`src/rtl/mem_port_arbiter.sv`:
```
// mem_port_arbiter: shares one single-ported memory between instruction fetch
// and the MEM stage. It serialises the two requesters (data has priority, and a
// streak limit keeps fetch from starving), drives the memory port, returns read
// data with a one-cycle ack and raises pipeline stall requests.
//
// Ports:
//   clk, reset_n                     clock, synchronous active-low reset
//   if_req/if_addr -> if_rdata/if_ack fetch requester (low 32 bits returned)
//   d_req/d_we/d_addr/d_wdata -> d_rdata/d_ack  data requester
//   mem_req/mem_we/mem_addr/mem_wdata, mem_rdata/mem_ready  memory port
//   stall_if, stall_mem              combinational stall requests
//   timeout_err                      sticky watchdog error
//
// Optional feature: define MEM_ARB_TIMEOUT_EN to enable the BUSY watchdog.
// Without it BUSY waits for mem_ready indefinitely and timeout_err is 0.
module mem_port_arbiter #(
  parameter int unsigned ADDR_W       = 64,
  parameter int unsigned DATA_W       = 64,
  parameter int unsigned MAX_D_STREAK = 4,
  parameter int unsigned TIMEOUT      = 16
) (
  input  logic              clk,
  input  logic              reset_n,
  input  logic              if_req,
  input  logic [ADDR_W-1:0] if_addr,
  output logic [31:0]       if_rdata,
  output logic              if_ack,
  input  logic              d_req,
  input  logic              d_we,
  input  logic [ADDR_W-1:0] d_addr,
  input  logic [DATA_W-1:0] d_wdata,
  output logic [DATA_W-1:0] d_rdata,
  output logic              d_ack,
  output logic              mem_req,
  output logic              mem_we,
  output logic [ADDR_W-1:0] mem_addr,
  output logic [DATA_W-1:0] mem_wdata,
  input  logic [DATA_W-1:0] mem_rdata,
  input  logic              mem_ready,
  output logic              stall_if,
  output logic              stall_mem,
  output logic              timeout_err
);

  localparam int unsigned STREAK_W = $clog2(MAX_D_STREAK + 1);

  typedef enum logic [1:0] {IDLE, BUSY, DONE} state_t;

  state_t              state;
  logic                own;     // 0 = fetch, 1 = data
  logic [STREAK_W-1:0] streak;

  logic              grant_d_c;
  logic              grant_f_c;
  logic              tmo_hit_c;
  logic [DATA_W-1:0] rdata_c;

  // Data wins unless it has already been granted MAX_D_STREAK times in a row
  // while fetch was waiting.
  assign grant_d_c = d_req & (~if_req | (streak != STREAK_W'(MAX_D_STREAK)));
  assign grant_f_c = if_req & ~grant_d_c;

  assign stall_if  = if_req & ~if_ack;
  assign stall_mem = d_req & ~d_ack;

`ifdef MEM_ARB_TIMEOUT_EN
  localparam int unsigned TMO_W = $clog2(TIMEOUT);

  logic [TMO_W-1:0] tmo_cnt;

  // Counts BUSY cycles; held at zero elsewhere so each BUSY entry starts fresh.
  always_ff @(posedge clk) begin
    if (!reset_n)           tmo_cnt <= '0;
    else if (state != BUSY) tmo_cnt <= '0;
    else                    tmo_cnt <= tmo_cnt + TMO_W'(1);
  end

  assign tmo_hit_c = ~mem_ready & (tmo_cnt == TMO_W'(TIMEOUT - 1));
  assign rdata_c   = mem_ready ? mem_rdata : '0;

  // Sticky until reset.
  always_ff @(posedge clk) begin
    if (!reset_n)                        timeout_err <= 1'b0;
    else if (state == BUSY && tmo_hit_c) timeout_err <= 1'b1;
  end
`else
  assign tmo_hit_c   = 1'b0;
  assign rdata_c     = mem_rdata;
  assign timeout_err = 1'b0;
`endif

  // Arbitration FSM; all port outputs are registered here.
  always_ff @(posedge clk) begin
    if (!reset_n) begin
      state     <= IDLE;
      own       <= 1'b0;
      streak    <= '0;
      mem_req   <= 1'b0;
      mem_we    <= 1'b0;
      mem_addr  <= '0;
      mem_wdata <= '0;
      if_ack    <= 1'b0;
      d_ack     <= 1'b0;
      if_rdata  <= '0;
      d_rdata   <= '0;
    end else begin
      if_ack <= 1'b0;
      d_ack  <= 1'b0;
      case (state)
        IDLE: begin
          if (grant_d_c) begin
            own       <= 1'b1;
            mem_req   <= 1'b1;
            mem_we    <= d_we;
            mem_addr  <= d_addr;
            mem_wdata <= d_wdata;
            state     <= BUSY;
            // A data grant with fetch waiting implies streak < MAX, so the
            // increment saturates naturally at MAX_D_STREAK.
            streak    <= if_req ? streak + STREAK_W'(1) : '0;
          end else if (grant_f_c) begin
            own       <= 1'b0;
            mem_req   <= 1'b1;
            mem_we    <= 1'b0;
            mem_addr  <= if_addr;
            mem_wdata <= '0;
            state     <= BUSY;
            streak    <= '0;
          end
        end
        BUSY: begin
          if (mem_ready || tmo_hit_c) begin
            mem_req <= 1'b0;
            mem_we  <= 1'b0;
            state   <= DONE;
            if (own) begin
              d_ack <= 1'b1;
              // Stores leave the last load data in place.
              if (!mem_we) d_rdata <= rdata_c;
            end else begin
              if_ack   <= 1'b1;
              if_rdata <= rdata_c[31:0];
            end
          end
        end
        DONE:    state <= IDLE;
        default: state <= IDLE;
      endcase
    end
  end

endmodule

```
`config.mk`:
```
export PLATFORM = sky130hd
export DESIGN_NAME = mem_port_arbiter
export DESIGN_NICKNAME = d
export VERILOG_FILES = /design/src/rtl/mem_port_arbiter.sv
export SDC_FILE = /design/constraint.sdc
export NUM_CORES = 1
export LEC_CHECK = 0
export ABC_AREA = 1
export BUFFER_PORTS_ARGS = -buffer_cell sky130_fd_sc_hd__buf_2
export CORE_AREA = 2 2 189 191
export CTS_BUF_LIST = sky130_fd_sc_hd__clkbuf_16
export DETAILED_ROUTE_END_ITERATION = 6
export DIE_AREA = 0 0 191 193
export GPL_ROUTABILITY_DRIVEN = 0
export GPL_TIMING_DRIVEN = 0
export RECOVER_POWER = 50
export SLEW_MARGIN = 20
export SYNTH_ARGS = -nofsm -noshare
export SYNTH_HDL_FRONTEND = slang
export SYNTH_SLANG_ARGS = --single-unit
```
`constraint.sdc`:
```
create_clock -name clk -period 1.84 [get_ports clk]
set_input_delay 0.368 -clock clk [delete_from_list [all_inputs] [get_ports clk]]
set_output_delay 0.368 -clock clk [all_outputs]
set_load 0.01 [all_outputs]
```
==> impl_metrics.py, run 1 <==
metrics = {
    "run_status": {
        "run_status": "complete, no violations",
    },
    "floorplan": {
        "dieWidth_um": 191,
        "core_area_sq_mm": 0.03496,
        "die_area_sq_mm": 0.03686,
        "initial_utilization_pct": 28.23,
        "num_io_pins": 493,
        "fp.dieH_um": 193,
        "core.rowCount": 69,
    },
    "route": {
        "postRouteAntennaNets": 0,
        "drt-vias-per-instance": 4.456,
        "detailedRoute.firstPassIterationCount": 5,
        "postRouteWirelength_um": 38410,
        "drt_drc": 0,
        "avgRoutedWirePerCell_um": 15.66,
        "detail_route.iter0.violations": 452,
        "via_count": 10926,
    },
    "clocking": {
        "cts.repair_timing.setup_buffer_count": 0,
        "tritoncts_clock_tree": "yes",
        "clock_sinks": 234,
        "cts-buffers-inserted": 27,
        "clkSlewWorstSetupHoldPaths_ns": 0.06,
        "clock_latency_ns": 0.54,
        "cts.htree.levels": 1,
        "cts_root_buf": "sky130_fd_sc_hd__clkbuf_16",
        "max-clock-path-buffers": 3,
    },
    "synthesis": {
        "avgSynthCellArea_sq_um": 6.783,
        "post-synth-top-area-cell": "sky130_fd_sc_hd__dfxtp_1",
        "synth.yosys.seq_area_share_pct": 47.46,
        "synth_warnings": 0,
        "netlist_instances": 1455,
        "portion_of_synthesized_cell_area_occupied_by_the_leading_cell_type_pct": 47.46,
        "synth_cell_types": 20,
        "synth-seq-cells": 234,
        "netlist_area_sq_mm": 0.009869,
        "synth.top_cells.by_area": "sky130_fd_sc_hd__dfxtp_1 (47%), sky130_fd_sc_hd__nand2_1 (14%), sky130_fd_sc_hd__nand3_1 (11%)",
        "mappedNetlistNets": 1719,
    },
    "min_path": {
        "worstHoldPathType": "input port to register",
    },
    "grt": {
        "globalRouteMet1Util_pct": 22.42,
        "antenna_violations_before_repair": 4,
        "global_route_met3_usage_pct": 4.905,
        "grt-ovfl-total": 0,
        "grt_pass1_vias": 9879,
        "grt_first_pass_wirelength_um": 55300,
        "grt-busiest-layer": "met2",
        "grt_usage_pct": 19.56,
        "grt_start_max_net_pins": 13,
        "grt_use_met2_pct": 34.60,
    },
    "flow_run": {
        "drv_cap": 0,
    },
    "timing": {
        "max-slew-margin-rel_pct": 37.69,
        "final_hold_viol_count": 0,
        "finalSetupViolations": 0,
        "period_minus_slack_ns": 1.762,
        "period_share_pct": 95.78,
        "max_freq_mhz": 567.5,
        "final.setup.worst_slack_ns": 0.07773,
        "clock_skew_ns": 0.01465,
        "totalNegativeSetupSlack_ns": 0,
        "timing_worst_slew_pin_value_ns": 0.9346,
        "rsz0062_at_grt": "yes",
        "maxSlewViolCount": 0,
    },
    "finish": {
        "num-nets-final": 2237,
        "area.sequential_sq_mm": 0.004684,
        "multiInputGateArea_sq_mm": 0.003950,
        "post_route_cells_drive_above_1_share_pct": 18.06,
        "fill_cells": 3925,
        "area_delta_synth_final_pct": 36.35,
    },
    "placed_design": {
        "placement.io_buffers": 489,
        "detailed_place_hpwl_um": 29930,
        "post-place-ws_ns": -0.4641,
    },
    "worst_setup_path": {
        "path_max_fanout": 10,
        "worstPathRequired_ns": 2.28,
        "critPathArrivalTime_ns": 2.20,
        "worstSetupEndpointType": "register",
        "worstSetupPathType": "register to register",
        "kind_of_start_point_of_the_critical_path": "register",
    },
    "power": {
        "power-per-cell-area_mw_per_mm2": 936.7,
        "cellLeakagePower_nw": 6.436,
        "vdd.ir_drop.worst_mv": 0.5990,
    },
}
kinds of logic after synthesis:
group	share of synthesized area, %
and+or+nand+nor	30.93
buffers and inverters	12.59
DFF	47.46
AOI/OAI and AO/OA	8.633
adders and majority gates	0.2535
xor gates and xnor gates	0.08876
other	0.03800
cells in the final DEF (no fill, tap or decap), types with 2 or more instances in the layout:
cell type,n
sky130_fd_sc_hd__nand2_1,367
sky130_fd_sc_hd__clkbuf_1,265
sky130_fd_sc_hd__clkbuf_2,7
sky130_fd_sc_hd__clkinv_1,9
sky130_fd_sc_hd__clkbuf_4,6
sky130_fd_sc_hd__buf_4,10
sky130_fd_sc_hd__buf_2,297
sky130_fd_sc_hd__o21ai_0,2
sky130_fd_sc_hd__a21oi_1,165
sky130_fd_sc_hd__clkinvlp_4,2
sky130_fd_sc_hd__nand3_1,226
sky130_fd_sc_hd__diode_2,3
sky130_fd_sc_hd__dfxtp_1,234
sky130_fd_sc_hd__buf_1,10
sky130_fd_sc_hd__nor2_1,139
sky130_fd_sc_hd__clkinv_2,3
sky130_fd_sc_hd__ha_1,2
sky130_fd_sc_hd__inv_1,206
sky130_fd_sc_hd__clkbuf_16,27
critical path, cell delays in order, from the launching register on:
cell                      delay [ns]
sky130_fd_sc_hd__dfxtp_1        0.36
sky130_fd_sc_hd__inv_1          0.06
sky130_fd_sc_hd__ha_1           0.19
sky130_fd_sc_hd__nand3_1        0.14
sky130_fd_sc_hd__nand2_1        0.14
sky130_fd_sc_hd__buf_4          0.23
sky130_fd_sc_hd__buf_2          0.19
sky130_fd_sc_hd__nand2_1        0.07
sky130_fd_sc_hd__nand3_1        0.13
sky130_fd_sc_hd__nand2_1        0.09
sky130_fd_sc_hd__inv_1          0.04
layer usage:
layer,vias to the layer above,share of wire [%],routed length (um)
li1,5543,-,-
met1,4870,40,15390
met2,439,48,18450
met3,72,8.1,3125
met4,2,3.7,1423
met5,-,0.047,18
what timing repair did:
item                       in CTS  in global routing
setup endpoints to repair      67                171
resized for setup              11                 28
hold buffers                    0                  0
pin swaps                       0                  0
final timing paths:
| check | start | end | slack [ns] | depth (start not counted) |
|---|---|---|---|---|
| worst max register to register | streak[1] | mem_addr[51] | 0.08 | 10 |
| worst min register to register | if_rdata[13] | if_rdata[13] | 0.46 | 2 |
| worst min-delay path | d_wdata[46] | mem_wdata[46] | 0.09 | 3 |
| worst max-delay path | streak[1] | mem_addr[51] | 0.08 | 10 |
sequential cells by signal, indices dropped and copies added (netlist names):
register	cells
if_rdata	32
own	1
mem_addr	64
if_ack	1
mem_req	1
d_rdata	64
streak	3
mem_wdata	64
mem_we	1
d_ack	1
state	2
cell usage after synthesis:
master,number
sky130_fd_sc_hd__nand2_1,367
sky130_fd_sc_hd__nor2_2,1
sky130_fd_sc_hd__nor2_1,140
sky130_fd_sc_hd__buf_1,14
sky130_fd_sc_hd__buf_4,4
sky130_fd_sc_hd__conb_1,1
sky130_fd_sc_hd__and3_1,1
sky130_fd_sc_hd__nand4_1,1
sky130_fd_sc_hd__o21ai_0,2
sky130_fd_sc_hd__a21oi_1,165
sky130_fd_sc_hd__clkinv_1,1
sky130_fd_sc_hd__buf_2,42
sky130_fd_sc_hd__o21ai_4,1
sky130_fd_sc_hd__dfxtp_1,234
sky130_fd_sc_hd__ha_1,2
sky130_fd_sc_hd__xnor2_1,1
sky130_fd_sc_hd__inv_2,2
sky130_fd_sc_hd__inv_1,203
sky130_fd_sc_hd__nand3_1,226
sky130_fd_sc_hd__clkbuf_1,47
metrics by stage:
stage	hold slack [ns]	utilization [%]	total power, W	std cells	area [sq um]
after floorplan	0.4621	-	0.006847	1455	9869
after global placement	0.4466	36.88	0.007888	2405	12890
after detailed placement	0.4531	36.88	0.007915	2405	12890
after CTS	0.06467	39.16	0.01282	2449	13690
after global routing	0.07089	38.47	0.01324	2450	13450
final	0.08548	38.49	0.01260	2452	13460
layout make-up:
cell class              count  area share [%]
multi-input cells         908           29.35
clock inverters            17          0.7531
diodes                      3         0.05579
flip-flops and latches    234           34.81
plain buffers             107           3.859
repair buffers            489           16.09
well taps                 461           4.286
inverters                 206           5.765
clock buffers              27           5.021
power breakdown:
part           internal, W  switching, W
Clock              0.00276       0.00211
Sequential         0.00540      0.000179
Combinational     0.000772       0.00139
Total              0.00893       0.00367
No activity file was read; power rests on OpenSTA's default activity.
==> inputs of run 2 (changes only) <==
--- a/config.mk
+++ b/config.mk
@@ -7,13 +7,14 @@
 export LEC_CHECK = 0
 export ABC_AREA = 1
 export BUFFER_PORTS_ARGS = -buffer_cell sky130_fd_sc_hd__buf_2
-export CORE_AREA = 2 2 189 191
+export CORE_AREA = 4 4 191 193
 export CTS_BUF_LIST = sky130_fd_sc_hd__clkbuf_16
 export DETAILED_ROUTE_END_ITERATION = 6
-export DIE_AREA = 0 0 191 193
+export DIE_AREA = 0 0 195 197
 export GPL_ROUTABILITY_DRIVEN = 0
 export GPL_TIMING_DRIVEN = 0
 export RECOVER_POWER = 50
+export REMOVE_ABC_BUFFERS = 1
 export SLEW_MARGIN = 20
 export SYNTH_ARGS = -nofsm -noshare
 export SYNTH_HDL_FRONTEND = slang
==> run 2 against run 1 <==
  * Sequential power is essentially flat
  * Worst setup slack gained 0.048 ns
  * Sequential cell count is the same
  * Via count shrank 0.54%
  * Core utilization grew 1.6 points
  * Non-clock buffer count shrank 75
  * Fmax grew 2.8%
  * Critical path type unchanged
  * Critical endpoint is now d_rdata[46]
  * Largest cell class unchanged
  * Highest routed layer unchanged
==> impl_metrics.py, run 2 (same netlist as run 1, synthesis figures left out) <==
metrics = {
    "worst_setup_path": {
        "path_max_fanout": 18,
        "r2r_cells": 11,
        "kind_of_start_point_of_the_critical_path": "register",
        "regToRegEndpoint": "d_rdata[46]",
        "critPathArrivalTime_ns": 2.14,
        "worstSetupPathType": "register to register",
        "worstPathRequired_ns": 2.27,
        "worstSetupEndpointType": "register",
        "r2r_slack_ns": 0.13,
        "worstReg2RegStart": "state[1]",
    },
    "route": {
        "detail_route.iter0.violations": 420,
        "postRouteAntennaNets": 0,
        "detailedRoute.firstPassIterationCount": 5,
        "drt_drc": 0,
        "via_count": 10867,
        "avgRoutedWirePerCell_um": 16.22,
        "postRouteWirelength_um": 38660,
        "drt-vias-per-instance": 4.560,
    },
    "clocking": {
        "cts.htree.levels": 1,
        "clock_sinks": 234,
        "clock_latency_ns": 0.55,
        "cts_root_buf": "sky130_fd_sc_hd__clkbuf_16",
        "tritoncts_clock_tree": "yes",
        "count_of_hold_fix_buffers_inserted_at_cts": 0,
        "clkSlewWorstSetupHoldPaths_ns": 0.06,
        "max-clock-path-buffers": 3,
        "cts-buffers-inserted": 27,
    },
    "grt": {
        "grt_start_max_net_pins": 94,
        "grt_usage_pct": 18.30,
        "grt-busiest-layer": "met2",
        "grt_first_pass_wirelength_um": 56990,
        "antenna_violations_before_repair": 10,
        "global_route_met3_usage_pct": 5.932,
        "grt-ovfl-total": 0,
        "globalRouteMet1Util_pct": 21.50,
        "grt_use_met2_pct": 31.39,
        "grt_pass1_vias": 10155,
    },
    "timing": {
        "rsz0062_at_grt": "yes",
        "max_freq_mhz": 583.3,
        "maxSlewViolCount": 0,
        "timing_worst_slew_pin_value_ns": 0.6418,
        "final.setup.worst_slack_ns": 0.1257,
        "period_minus_slack_ns": 1.714,
        "max-slew-margin-rel_pct": 57.21,
        "period_share_pct": 93.17,
        "clock_skew_ns": 0.02094,
        "holdWs_ns": 0.07041,
        "totalNegativeSetupSlack_ns": 0,
        "final_hold_viol_count": 0,
        "finalSetupViolations": 0,
    },
    "min_path": {
        "launch_instance_of_the_worst_min_delay_path": "d_wdata[63]",
        "holdPathEnd": "mem_wdata[63]",
        "worstHoldPathType": "input port to register",
        "holdPathStages": 3,
    },
    "placed_design": {
        "dpl_cell_area_sq_mm": 0.01286,
        "placement.io_buffers": 491,
        "post-place-ws_ns": -1.099,
        "detailed_place_hpwl_um": 26610,
        "placed_instances": 2309,
    },
    "finish": {
        "num-nets-final": 2169,
        "area_delta_synth_final_pct": 40.16,
        "fin_cells": 2383,
        "largestRegisters": "d_rdata: 64 flops, mem_addr: 64 flops, mem_wdata: 64 flops",
        "leading_cell_types_in_the_layout_fill_and_taps_excluded": "sky130_fd_sc_hd__nand2_1 (363), sky130_fd_sc_hd__buf_2 (264), sky130_fd_sc_hd__dfxtp_1 (233)",
        "finalInstanceArea_sq_mm": 0.01383,
        "post_route_cells_drive_above_1_share_pct": 18.17,
        "final_common_cell": "sky130_fd_sc_hd__nand2_1",
    },
    "floorplan": {
        "initial_utilization_pct": 28.57,
        "core.rowCount": 68,
        "die_area_sq_mm": 0.03842,
        "fp.dieH_um": 197,
        "num_io_pins": 493,
        "core_area_sq_mm": 0.03454,
        "dieWidth_um": 195,
    },
    "power": {
        "vdd.ir_drop.worst_mv": 0.6518,
        "cellLeakagePower_nw": 6.564,
        "power-per-cell-area_mw_per_mm2": 918.3,
    },
    "flow_run": {
        "drv_cap": 0,
    },
    "run_status": {
        "run_status": "complete, no violations",
    },
}
## run 2: cell count changes in the layout (fill, tap and decap cells not counted), sizes merged, moves of 2 or more
cell / change
nand2: +2
clkinvlp: -2
buf: -26
clkinv: +2
inv: +12
clkbuf: -50
## run 2: final cells by class
cell class              instances  area [sq um]
flip-flops and latches        234          4686
multi-input cells             910          4040
well taps                     455         569.3
clock buffers                  27         675.6
diodes                          2         5.005
repair buffers                521          2819
clock inverters                23         112.6
inverters                     206         834.6
repair inverters                5         91.34
fillers                      3716         20710
## run 2: metrics by stage
| stage | utilization (%) | total power, W |
|---|---|---|
| floorplan | - | 0.006760 |
| global route | 40.05 | 0.01340 |
| detailed placement | 37.24 | 0.007926 |
| global placement | 35.98 | 0.007795 |
| CTS | 40.21 | 0.01292 |
| finish | 40.05 | 0.01270 |
## run 2: worst max-delay path: stages (launching register included)
cell                      delay, ns
sky130_fd_sc_hd__dfxtp_1       0.33
sky130_fd_sc_hd__inv_1         0.10
sky130_fd_sc_hd__nand2_4       0.12
sky130_fd_sc_hd__inv_16        0.13
sky130_fd_sc_hd__nand2_2       0.10
sky130_fd_sc_hd__nor2_4        0.15
sky130_fd_sc_hd__buf_12        0.18
sky130_fd_sc_hd__buf_16        0.16
sky130_fd_sc_hd__buf_16        0.14
sky130_fd_sc_hd__nand2_1       0.06
sky130_fd_sc_hd__nand2_1       0.05
sky130_fd_sc_hd__nor2_1        0.05
## run 2: worst max-delay path by stage
stage	from	to	slack (ns)	cells past startpoint
2_1_floorplan	state[1]	d_rdata[0]	-3.26	8
3_3_place_gp	if_req	mem_wdata[35]	-6.12	6
3_5_place_dp	d_req	mem_wdata[35]	-1.10	5
4_1_cts	streak[0]	mem_wdata[35]	-0.002	7
5_1_grt	state[1]	d_rdata[61]	-0.007	11
6_report	state[1]	d_rdata[46]	0.13	11
## run 2: where the power goes
group	leakage, nW	switching [W]	internal (W)	total, W
registers	1.92	0.000169	0.00540	0.00557
clock network	0.423	0.00216	0.00266	0.00482
logic	4.23	0.00143	0.000887	0.00231
total	6.56	0.00376	0.00895	0.0127
## run 2: repair_timing
item                       in CTS  in global routing
gates resized for setup        29                  6
setup endpoints to repair     230                148
setup buffers                   4                  7
pin swaps                       3                  1
cloned                          8                  3
## run 2: metal layers
metal / up-vias / part of all wire (%)
met5: - / 0.28
met4: 16 / 3.3
met3: 90 / 9.3
met2: 460 / 47
met1: 4893 / 40
li1: 5408 / -
==> inputs of run 3 (changes only) <==
--- a/config.mk
+++ b/config.mk
@@ -7,10 +7,10 @@
 export LEC_CHECK = 0
 export ABC_AREA = 1
 export BUFFER_PORTS_ARGS = -buffer_cell sky130_fd_sc_hd__buf_2
-export CORE_AREA = 4 4 191 193
+export CORE_AREA = 4 4 187 189
 export CTS_BUF_LIST = sky130_fd_sc_hd__clkbuf_16
 export DETAILED_ROUTE_END_ITERATION = 6
-export DIE_AREA = 0 0 195 197
+export DIE_AREA = 0 0 191 193
 export GPL_ROUTABILITY_DRIVEN = 0
 export GPL_TIMING_DRIVEN = 0
 export RECOVER_POWER = 50
==> constraint.sdc (replaced) <==
create_clock -name clk -period 2.1 [get_ports clk]
set_input_delay 0.42 -clock clk [delete_from_list [all_inputs] [get_ports clk]]
set_output_delay 0.42 -clock clk [all_outputs]
set_load 0.01 [all_outputs]
==> run 3 against run 2 <==
  * Fmax fell by 13%
  * Count of clock-buffer cells in the layout grew 1
  * Core utilization increased by 0.88 points
  * First-iteration DRC count decreased by 11%
  * Sequential share of layout area is 0.52 points higher
  * Die area down 4.0%
  * Final area decreased by 1.5%
  * Clock skew up 0.0029 ns
  * Critical path type unchanged
  * Largest cell class unchanged
  * Largest power group unchanged
==> impl_metrics.py, run 3 (same netlist as run 1, synthesis figures left out) <==
metrics = {
    "floorplan": {
        "die_area_sq_mm": 0.03686,
        "fp.dieH_um": 193,
        "dieWidth_um": 191,
        "initial_utilization_pct": 29.66,
        "num_io_pins": 493,
        "core.rowCount": 67,
        "core_area_sq_mm": 0.03328,
    },
    "finish": {
        "fin_cells": 2363,
        "post_route_cells_drive_above_1_share_pct": 17.70,
        "final_common_cell": "sky130_fd_sc_hd__nand2_1",
        "fill_cells": 3605,
        "largestRegisters": "d_rdata: 64 flops, mem_addr: 64 flops, mem_wdata: 64 flops",
        "leading_cell_types_in_the_layout_fill_and_taps_excluded": "sky130_fd_sc_hd__nand2_1 (363), sky130_fd_sc_hd__buf_2 (260), sky130_fd_sc_hd__dfxtp_1 (234)",
        "area_delta_synth_final_pct": 38.02,
        "finalInstanceArea_sq_mm": 0.01362,
        "n_antenna_cell": 0,
        "num-nets-final": 2159,
    },
    "worst_setup_path": {
        "kind_of_start_point_of_the_critical_path": "register",
        "setup.worst_path.start": "state[0]",
        "worstReg2RegStart": "state[0]",
        "critPathArrivalTime_ns": 2.39,
        "regToRegEndpoint": "d_rdata[57]",
        "r2r_cells": 10,
        "path_delay_family": "simple AND/OR/NAND/NOR gates",
        "worstSetupPathType": "register to register",
        "r2r_slack_ns": 0.13,
        "critPathBufInv": 4,
        "worstSetupEndpointType": "register",
        "worst_path_largest_cell_delay_ns": 0.38,
        "critical_path.cell_chain": "nand2_2 > inv_16 > nand2_2 > nor2_4 > buf_12 > buf_16 > buf_16 > nand2_1 > nand2_1 > nor2_1",
        "path_max_fanout": 28,
        "cpMaxStageDelayCell": "sky130_fd_sc_hd__dfxtp_1",
        "worstSetupPathDepth": 10,
        "worstPathRequired_ns": 2.52,
        "endpoint": "d_rdata[57]",
    },
    "grt": {
        "grt_pass1_vias": 9584,
        "globalRouteMet1Util_pct": 21.83,
        "antenna_violations_before_repair": 4,
        "grt_first_pass_wirelength_um": 52510,
        "grt-ovfl-total": 0,
        "grt-busiest-layer": "met2",
        "global_route_met3_usage_pct": 5.041,
        "grt_start_max_net_pins": 92,
        "grt_use_met2_pct": 29.41,
        "grt_usage_pct": 17.32,
    },
    "clocking": {
        "count_of_hold_fix_buffers_inserted_at_cts": 0,
        "tritoncts_clock_tree": "yes",
        "clkSlewWorstSetupHoldPaths_ns": 0.06,
        "clock_sinks": 234,
        "cts.htree.levels": 1,
        "max-clock-path-buffers": 3,
        "clock_latency_ns": 0.55,
        "cts-buffers-inserted": 28,
        "cts_root_buf": "sky130_fd_sc_hd__clkbuf_16",
    },
    "timing": {
        "final_hold_viol_count": 0,
        "max-slew-margin-rel_pct": 38.18,
        "period_minus_slack_ns": 1.967,
        "clock_skew_ns": 0.02385,
        "max_freq_mhz": 508.4,
        "rsz0062_at_grt": "no",
        "holdWs_ns": 0.1260,
        "finalSetupViolations": 0,
        "timing_worst_slew_pin_value_ns": 0.9273,
        "final.setup.worst_slack_ns": 0.1331,
        "period_share_pct": 93.66,
        "maxSlewViolCount": 0,
    },
    "placed_design": {
        "post-place-ws_ns": -0.6869,
        "dpl_cell_area_sq_mm": 0.01287,
        "placement.io_buffers": 491,
        "detailed_place_hpwl_um": 24810,
        "placed_instances": 2302,
    },
    "route": {
        "detail_route.iter0.violations": 375,
        "drt-vias-per-instance": 4.491,
        "avgRoutedWirePerCell_um": 15.16,
        "drt_drc": 0,
        "detailedRoute.firstPassIterationCount": 5,
        "via_count": 10613,
        "postRouteAntennaNets": 0,
        "postRouteWirelength_um": 35810,
    },
    "power": {
        "total_switching_power_w": 0.003255,
        "power.internal_w": 0.008125,
        "vdd.ir_drop.worst_mv": 0.6010,
        "power-per-cell-area_mw_per_mm2": 835.5,
        "seqPwrFrac_pct": 42.8,
        "comb_power_share_pct": 16.9,
        "cellLeakagePower_nw": 6.436,
        "p_sw_share_pct": 28.60,
        "power_frac_clock_pct": 40.3,
        "fin_total_pwr_w": 0.01138,
    },
    "min_path": {
        "worstHoldPathType": "input port to register",
    },
    "run_status": {
        "run_status": "complete, no violations",
    },
    "flow_run": {
        "drv_cap": 0,
    },
}
[run 3: cell count changes in the layout (fill, tap and decap cells not counted), sizes merged, moves of 2 or more]
cell    delta
inv        -8
diode      -2
clkbuf     +4
buf       -10
bufinv     +2
[run 3: repair_timing]
action / in CTS / in global routing
buffers inserted: 2 / 4
setup endpoints to repair: 210 / 114
cloned: 2 / 3
resized for setup: 11 / 6
pin swaps: 3 / 2
[run 3: worst min path at each step]
stage	start	to	slack (ns)	cells after the start
final	d_wdata[58]	mem_wdata[58]	0.13	3
after global routing	d_wdata[14]	mem_wdata[14]	0.11	3
after CTS	d_wdata[25]	mem_wdata[25]	0.1	3
after detailed placement	mem_wdata[60]	mem_wdata[60]	0.45	2
after global placement	if_rdata[6]	if_rdata[6]	0.45	2
after floorplan	streak[1]	streak[1]	0.46	2
[run 3: power groups by stage]
stage | combinational (W) | sequential [W] | clock [W]
global route | 0.00217 | 0.00490 | 0.00494
CTS | 0.00201 | 0.00486 | 0.00474
global placement | 0.00187 | 0.00494 | 0
detailed placement | 0.00198 | 0.00496 | 0
floorplan | 0.000830 | 0.00509 | 0
finish | 0.00193 | 0.00487 | 0.00458
[run 3: final cells by class]
cell class              count  area, sq um  area share [%]
flip-flops and latches    234         4684           34.39
multi-input cells         911         4035           29.62
repair buffers            513         2656           19.50
inverters                 206        813.3           5.970
clock buffers              28        700.7           5.144
well taps                 448        560.5           4.115
clock inverters            22        162.7           1.194
repair inverters            1        8.758         0.06430
[run 3: metal layers]
| metal | up-vias | part of all wire [%] |
|---|---|---|
| met2 | 419 | 47 |
| li1 | 5386 | - |
| met1 | 4741 | 42 |
| met3 | 59 | 9.1 |
| met4 | 8 | 1.9 |
| met5 | - | 0.092 |
[run 3: tightest hold or removal path, cell delays in order]
cell and delay [ns]:
sky130_fd_sc_hd__buf_2 0.09, sky130_fd_sc_hd__nand3_1 0.06, sky130_fd_sc_hd__a21oi_1 0.05
[run 3: per-stage QoR]
| step | util [%] | TNS (ns) |
|---|---|---|
| 6_report | 40.93 | 0 |
| 5_1_grt | 40.93 | 0 |
| 4_1_cts | 41.48 | 0 |
| 3_5_place_dp | 38.68 | -93.39 |
| 3_3_place_gp | 37.31 | -1227.97 |
| 2_1_floorplan | - | -546.04 |
